[config.mk]
export PLATFORM = sky130hd
export DESIGN_NAME = mips_regfile_dumper_flat
export DESIGN_NICKNAME = d
export VERILOG_FILES = /design/src/rtl/mips_pkg.sv /design/src/rtl/mips_regfile_dumper_if.sv /design/src/rtl/mips_regfile_dumper.sv /design/src/flat_wrapper.sv
export SDC_FILE = /design/constraint.sdc
export NUM_CORES = 1
export LEC_CHECK = 0
export ABC_CLOCK_PERIOD_IN_PS = 5450
export CAP_MARGIN = 20
export CORE_MARGIN = 2
export CORE_UTILIZATION = 46
export CTS_BUF_LIST = sky130_fd_sc_hd__clkbuf_4 sky130_fd_sc_hd__clkbuf_8
export DETAILED_ROUTE_END_ITERATION = 6
export HOLD_SLACK_MARGIN = 0.15
export MAX_ROUTING_LAYER = met4
export PLACE_DENSITY = 0.94
export SETUP_SLACK_MARGIN = 0.02
export SYNTH_ARGS = -nofsm -noshare
export SYNTH_HDL_FRONTEND = slang
export SYNTH_SLANG_ARGS = --single-unit
[constraint.sdc]
create_clock -name clk -period 5.45 [get_ports clk]
set_clock_uncertainty 0.2 [all_clocks]
set_input_delay 1.09 -clock clk [delete_from_list [all_inputs] [get_ports clk]]
set_output_delay 1.09 -clock clk [all_outputs]
set_load 0.005 [all_outputs]
[src/rtl/mips_pkg.sv]
// Shared MIPS register-file definitions: widths and the dumper state encoding.
package mips_pkg;

  localparam int REG_ADDR_W = 3;
  localparam int REG_DATA_W = 32;

  typedef enum logic [1:0] {
    IDLE  = 2'd0,
    FETCH = 2'd1,
    SEND  = 2'd2,
    DONE  = 2'd3
  } dump_state_t;

endpackage

[src/rtl/mips_regfile_dumper_if.sv]
// Output word stream of the register-file dumper.
//
// Handshake: a word transfers on a rising edge where out_valid and out_ready
// are both high. Once out_valid rises, out_data/out_addr/out_last hold until
// that transfer, except that a register-file write to the word's own address
// refreshes out_data so the consumer never sees a stale value. out_valid
// never depends on out_ready.
interface mips_regfile_dumper_if
  import mips_pkg::*;
#(
  parameter int DATA_W = REG_DATA_W,
  parameter int ADDR_W = REG_ADDR_W
) ();

  logic              out_valid;
  logic              out_ready;
  logic [DATA_W-1:0] out_data;
  logic [ADDR_W-1:0] out_addr;
  logic              out_last;

  modport master (
    output out_valid,
    output out_data,
    output out_addr,
    output out_last,
    input  out_ready
  );

  modport slave (
    input  out_valid,
    input  out_data,
    input  out_addr,
    input  out_last,
    output out_ready
  );

endinterface

[src/rtl/mips_regfile_dumper.sv]
// Walks register addresses FIRST_REG..LAST_REG through one register-file
// read port and streams each word out tagged with its address. Writes seen
// on the register-file write port are forwarded into the held word so the
// dump stays coherent with the file.
module mips_regfile_dumper
  import mips_pkg::*;
#(
  parameter int DATA_W    = REG_DATA_W,
  parameter int ADDR_W    = REG_ADDR_W,
  parameter int FIRST_REG = 0,
  parameter int LAST_REG  = 7
) (
  input  logic                        clk,
  input  logic                        rst_n,
  input  logic                        start,
  input  logic                        abort,
  output logic [ADDR_W-1:0]           rd_addr,
  input  logic [DATA_W-1:0]           rd_data,
  input  logic                        snoop_we,
  input  logic [ADDR_W-1:0]           snoop_addr,
  input  logic [DATA_W-1:0]           snoop_data,
  mips_regfile_dumper_if.master       out_if,
  output logic                        busy,
  output logic                        done,
  output dump_state_t                 o_dbg_state
);

  localparam logic [ADDR_W-1:0] FIRST_A = ADDR_W'(FIRST_REG);
  localparam logic [ADDR_W-1:0] LAST_A  = ADDR_W'(LAST_REG);

  dump_state_t       r_state;
  logic [ADDR_W-1:0] r_addr;
  logic [DATA_W-1:0] r_word;
  logic              r_valid;
  logic              r_last;
  logic              r_busy;
  logic              r_done;

  logic w_snoop_hit;
  logic w_at_last;
  logic w_accept;

  assign w_snoop_hit = snoop_we && (snoop_addr == r_addr);
  assign w_at_last   = (r_addr == LAST_A);
  assign w_accept    = r_valid && out_if.out_ready;

  // Dump sequencer: address/word registers plus registered stream and status flags.
  always_ff @(posedge clk or negedge rst_n) begin
    if (!rst_n) begin
      r_state <= IDLE;
      r_addr  <= FIRST_A;
      r_word  <= '0;
      r_valid <= 1'b0;
      r_last  <= 1'b0;
      r_busy  <= 1'b0;
      r_done  <= 1'b0;
    end else if (abort && (r_state != IDLE)) begin
      // Cancel: drop the stream, keep the last captured word, no done pulse.
      r_state <= IDLE;
      r_valid <= 1'b0;
      r_last  <= 1'b0;
      r_busy  <= 1'b0;
      r_done  <= 1'b0;
    end else begin
      unique case (r_state)
        IDLE: begin
          if (start && !abort) begin
            r_addr  <= FIRST_A;
            r_busy  <= 1'b1;
            r_state <= FETCH;
          end
        end
        FETCH: begin
          // A write landing on this edge is the value the file will hold, so take it.
          r_word  <= w_snoop_hit ? snoop_data : rd_data;
          r_valid <= 1'b1;
          r_last  <= w_at_last;
          r_state <= SEND;
        end
        SEND: begin
          if (w_accept) begin
            r_valid <= 1'b0;
            r_last  <= 1'b0;
            if (w_at_last) begin
              r_done  <= 1'b1;
              r_state <= DONE;
            end else begin
              // Never issued from LAST_REG, so the address cannot wrap.
              r_addr  <= r_addr + ADDR_W'(1);
              r_state <= FETCH;
            end
          end else if (w_snoop_hit) begin
            r_word <= snoop_data;
          end
        end
        DONE: begin
          r_done  <= 1'b0;
          r_busy  <= 1'b0;
          r_state <= IDLE;
        end
        default: r_state <= IDLE;
      endcase
    end
  end

  assign rd_addr          = r_addr;
  assign out_if.out_valid = r_valid;
  assign out_if.out_data  = r_word;
  assign out_if.out_addr  = r_addr;
  assign out_if.out_last  = r_last;
  assign busy             = r_busy;
  assign done             = r_done;
  assign o_dbg_state      = r_state;

endmodule

[src/flat_wrapper.sv]
// flat-port wrapper written by rule: the top's interface ports become plain ports
module mips_regfile_dumper_flat import mips_pkg::*;
#(
  parameter int DATA_W    = REG_DATA_W,
  parameter int ADDR_W    = REG_ADDR_W,
  parameter int FIRST_REG = 0,
  parameter int LAST_REG  = 7
)
  (clk, rst_n, start, abort, rd_addr, rd_data, snoop_we, snoop_addr, snoop_data, busy, done, o_dbg_state, out_if_out_valid, out_if_out_data, out_if_out_addr, out_if_out_last, out_if_out_ready);
  mips_regfile_dumper_if #(.DATA_W(DATA_W), .ADDR_W(ADDR_W)) out_if_i ();
  input  logic clk;
  input  logic rst_n;
  input  logic start;
  input  logic abort;
  output logic [ADDR_W-1:0] rd_addr;
  input  logic [DATA_W-1:0] rd_data;
  input  logic snoop_we;
  input  logic [ADDR_W-1:0] snoop_addr;
  input  logic [DATA_W-1:0] snoop_data;
  output logic busy;
  output logic done;
  output dump_state_t o_dbg_state;
  output wire logic [$bits(out_if_i.out_valid)-1:0] out_if_out_valid;
  output wire logic [$bits(out_if_i.out_data)-1:0] out_if_out_data;
  output wire logic [$bits(out_if_i.out_addr)-1:0] out_if_out_addr;
  output wire logic [$bits(out_if_i.out_last)-1:0] out_if_out_last;
  input wire logic [$bits(out_if_i.out_ready)-1:0] out_if_out_ready;
  assign out_if_out_valid = out_if_i.out_valid;
  assign out_if_out_data = out_if_i.out_data;
  assign out_if_out_addr = out_if_i.out_addr;
  assign out_if_out_last = out_if_i.out_last;
  assign out_if_i.out_ready = out_if_out_ready;
  mips_regfile_dumper #(.DATA_W(DATA_W), .ADDR_W(ADDR_W), .FIRST_REG(FIRST_REG), .LAST_REG(LAST_REG)) u_core (.clk(clk), .rst_n(rst_n), .start(start), .abort(abort), .rd_addr(rd_addr), .rd_data(rd_data), .snoop_we(snoop_we), .snoop_addr(snoop_addr), .snoop_data(snoop_data), .out_if(out_if_i), .busy(busy), .done(done), .o_dbg_state(o_dbg_state));
endmodule
==> flow_metrics.env <==
export IMPL_run_status="finished clean"
export IMPL_netlist_area_um2=2460
export IMPL_layout_drive_gt1_share_pct=27.8
export IMPL_rsz0062_at_grt="no"
export IMPL_final_setup_worst_slack_ns=1.84
export IMPL_startpoint_type="input pin"
export IMPL_clock_latency_ns=0.29
export IMPL_syn_num_nets=251
export IMPL_switching_share_pct=30.6
export IMPL_netlist_top_cells_area="dfrtp_1, mux2_4, ha_1, mux2_2, buf_6"
export IMPL_yosysTopAreaCellShare_pct=41.6
export IMPL_nets=366
export IMPL_max_freq_ghz=0.277
export IMPL_yosys_top_cells_count="mux2_4, dfrtp_1, inv_1"
export IMPL_chipWidth_um=77.2
export IMPL_critPathKind="in2reg"
export IMPL_cts_buffers=5
export IMPL_critPathRequiredTime_ns=5.42
export IMPL_yosys_warnings=0
export IMPL_power_density_nw_per_um2=472
export IMPL_place_hpwl_mm=4.58
export IMPL_initial_utilization_pct=48.0
export IMPL_tns_ns=0
export IMPL_endpoint_kind="flop"
export IMPL_synth_top_area_cell="dfrtp_1"
export IMPL_grt_overflow=0
export IMPL_ant_nets=0
export IMPL_seqPwrFrac_pct=30.7
export IMPL_viasPerCell=4.97
export IMPL_synthMostInstantiatedCell="mux2_4"
export IMPL_yosys_cell_types_count=33
export IMPL_tightest_slew_ns=0.930
export IMPL_hold_violations=0
export IMPL_cts_path_max_buffers=2
export IMPL_utilization_pct=73.0
export IMPL_intPower_uw=1230
export IMPL_crit_arrival_ns=3.58
export IMPL_area_delta_synth_final_pct=52.1
export IMPL_antenna_found_initial=0
export IMPL_drc_errors=0
export IMPL_switchingPower_uw=541
export IMPL_die_y_um=77.2
export IMPL_p_comb_share_pct=58.2
export IMPL_netlist_instances=172
export IMPL_io_pins=117
export IMPL_synth_seq_area_share_pct=41.6
export IMPL_port_buffers=116
export IMPL_cts_setup_buffers=0
export IMPL_diodes=0
export IMPL_leakagePower_uw=0.00169
export IMPL_core_region_area_um2=5140
export IMPL_grt_start_max_net_pins=42
export IMPL_grt_pass1_vias=1872
export IMPL_vdd_drop_max_v=0.000251
export IMPL_cts_resized=0
export IMPL_relSlewSlack_pct=38.0
export IMPL_ys_flop_type="dfrtp_1"
export IMPL_clk_pin_slew_ns=0.08
export IMPL_drtIter0Drc=58
export IMPL_synth_edff_count=0
export IMPL_cts_hold_buf=0
export IMPL_crit_fanout=17
export IMPL_finalCritPeriodShare_pct=66.2
export IMPL_root_buffer="clkbuf_8"
export IMPL_synth_avg_cell_area_um2=14.3
export IMPL_wl_per_cell_um=16.7
export IMPL_totalWireLength_mm=5.98
export IMPL_max_cap_viol_count=0
export IMPL_hp_class="reg2reg"
export IMPL_clock_sinks=41
export IMPL_nFillCells=377
export IMPL_firstDrtPassIters=3
export IMPL_timing_final_crit_period_ns=3.61
export IMPL_grtUsageTotal_pct=21.5
export IMPL_cts_tree="done"
export IMPL_vias=1781
export IMPL_row_count=26
export IMPL_finalMaxSlewViolations=0
export IMPL_cts_max_level=2
export IMPL_place_ws_ns=1.52
export IMPL_finalSetupViolCount=0
export IMPL_synth_seq_cells=41
export IMPL_grt_pass1_wl_mm=9.91
export IMPL_dieArea_um2=5960
export IMPL_synthArstFlopShare_pct=100
export IMPL_pwr_share_clk_pct=11.1
export IMPL_gp_congestion=0.858
[path summary, 6_finish.rpt]
path / from / cells after the start / end / slack, ns
worst max-delay path: snoop_addr[2] / 6 / u_core.out_if.out_data[27]$_DFFE_PN0P_ / 1.84
worst min-delay path: u_core.out_if.out_data[9]$_DFFE_PN0P_ / 1 / u_core.out_if.out_data[9]$_DFFE_PN0P_ / 0.31
worst max register to register: u_core.o_dbg_state[0]$_DFFE_PN0P_ / 6 / u_core.out_if.out_data[27]$_DFFE_PN0P_ / 2.33
worst min register to register: u_core.out_if.out_data[9]$_DFFE_PN0P_ / 1 / u_core.out_if.out_data[9]$_DFFE_PN0P_ / 0.31
max in group asynchronous: rst_n / 1 / u_core.out_if.out_data[14]$_DFFE_PN0P_ / 3.74
min in group asynchronous: rst_n / 1 / u_core.out_if.out_data[20]$_DFFE_PN0P_ / 0.74
[cell type report]
cell class                 count  area [um2]  share of cell area [%]
timing repair buffer         118        1170                    31.2
clock inverter                 3        17.5                   0.467
inverter                       7        26.3                   0.701
sequential                    41        1030                    27.4
clock buffer                   5        68.8                    1.84
multi-input combinational    114        1350                    36.1
tap                           70        87.6                    2.34
[worst max-delay path, cell delays in order]
cell and delay, ns:
clkdlybuf4s50_1 0.41, xnor2_1 0.18, a41oi_4 0.80, buf_4 0.43, mux2_2 0.38, mux2_2 0.27
[state kept, by name, summed over array words and instances, names as in the netlist]
signal and count:
u_core.busy 1, u_core.out_if.out_addr 3, u_core.out_if.out_valid 1, u_core.out_if.out_last 1, u_core.out_if.out_data 32, u_core.done 1
u_core.o_dbg_state 2
[power groups by stage]
| stage | clock network (uW) | registers, uW | logic [uW] |
|---|---|---|---|
| 2_1_floorplan | 0 | 547 | 597 |
| 3_5_place_dp | 0 | 551 | 1030 |
| 4_1_cts | 199 | 545 | 1040 |
| 3_3_place_gp | 0 | 540 | 997 |
| 6_report | 196 | 543 | 1030 |
| 5_1_grt | 210 | 565 | 1100 |
[per-stage QoR]
stage | instances | hold WS, ns | instance area [um2] | total power, uW
2_1_floorplan | 172 | 0.305 | 2460 | 1140
3_3_place_gp | 350 | 0.292 | 3660 | 1540
3_5_place_dp | 350 | 0.295 | 3660 | 1580
4_1_cts | 358 | 0.315 | 3750 | 1780
5_1_grt | 358 | 0.323 | 3750 | 1870
6_report | 358 | 0.312 | 3750 | 1770
[layer usage]
layer  share of wire (%)  routed length [um]  GRT usage, %
met5                   0                   0             -
met4                0.77                  46          4.82
met3                 5.5                 327          3.65
met2                  49                2940          34.4
met1                  45                2670          28.8
[cells by family (layout without fill, tap and decap cells)]
family | Yosys count | in the layout | share of synthesized area, %
xor gates and xnor gates | 3 | 3 | 1.37
buffers and inverters | 17 | 133 | 4.42
AOI/OAI and AO/OA | 15 | 15 | 4.67
muxes | 68 | 68 | 40.1
DFF | 41 | 41 | 41.6
adders and majority gates | 6 | 6 | 3.05
and+or+nand+nor | 22 | 22 | 4.82
[placed cells by master (no fill, tap or decap), drive strengths merged]
cell,count
a22oi,1
nor2,3
clkinv,2
clkdlybuf4s50,115
xnor2,3
nand4b,1
inv,7
buf,3
and3,1
mux2,65
nand2b,3
clkbuf,5
mux2i,3
a41oi,1
a2bb2oi,1
ha,6
a21bo,1
o41ai,1
nand3b,1
nand2,5
o22a,1
nand4,1
a21o,1
o32ai,1
o21ai,2
nand3,2
a21oi,4
dfrtp,41
nor2b,5
clkinvlp,1
o2bb2ai,1
(Power assumes the default switching activity.)
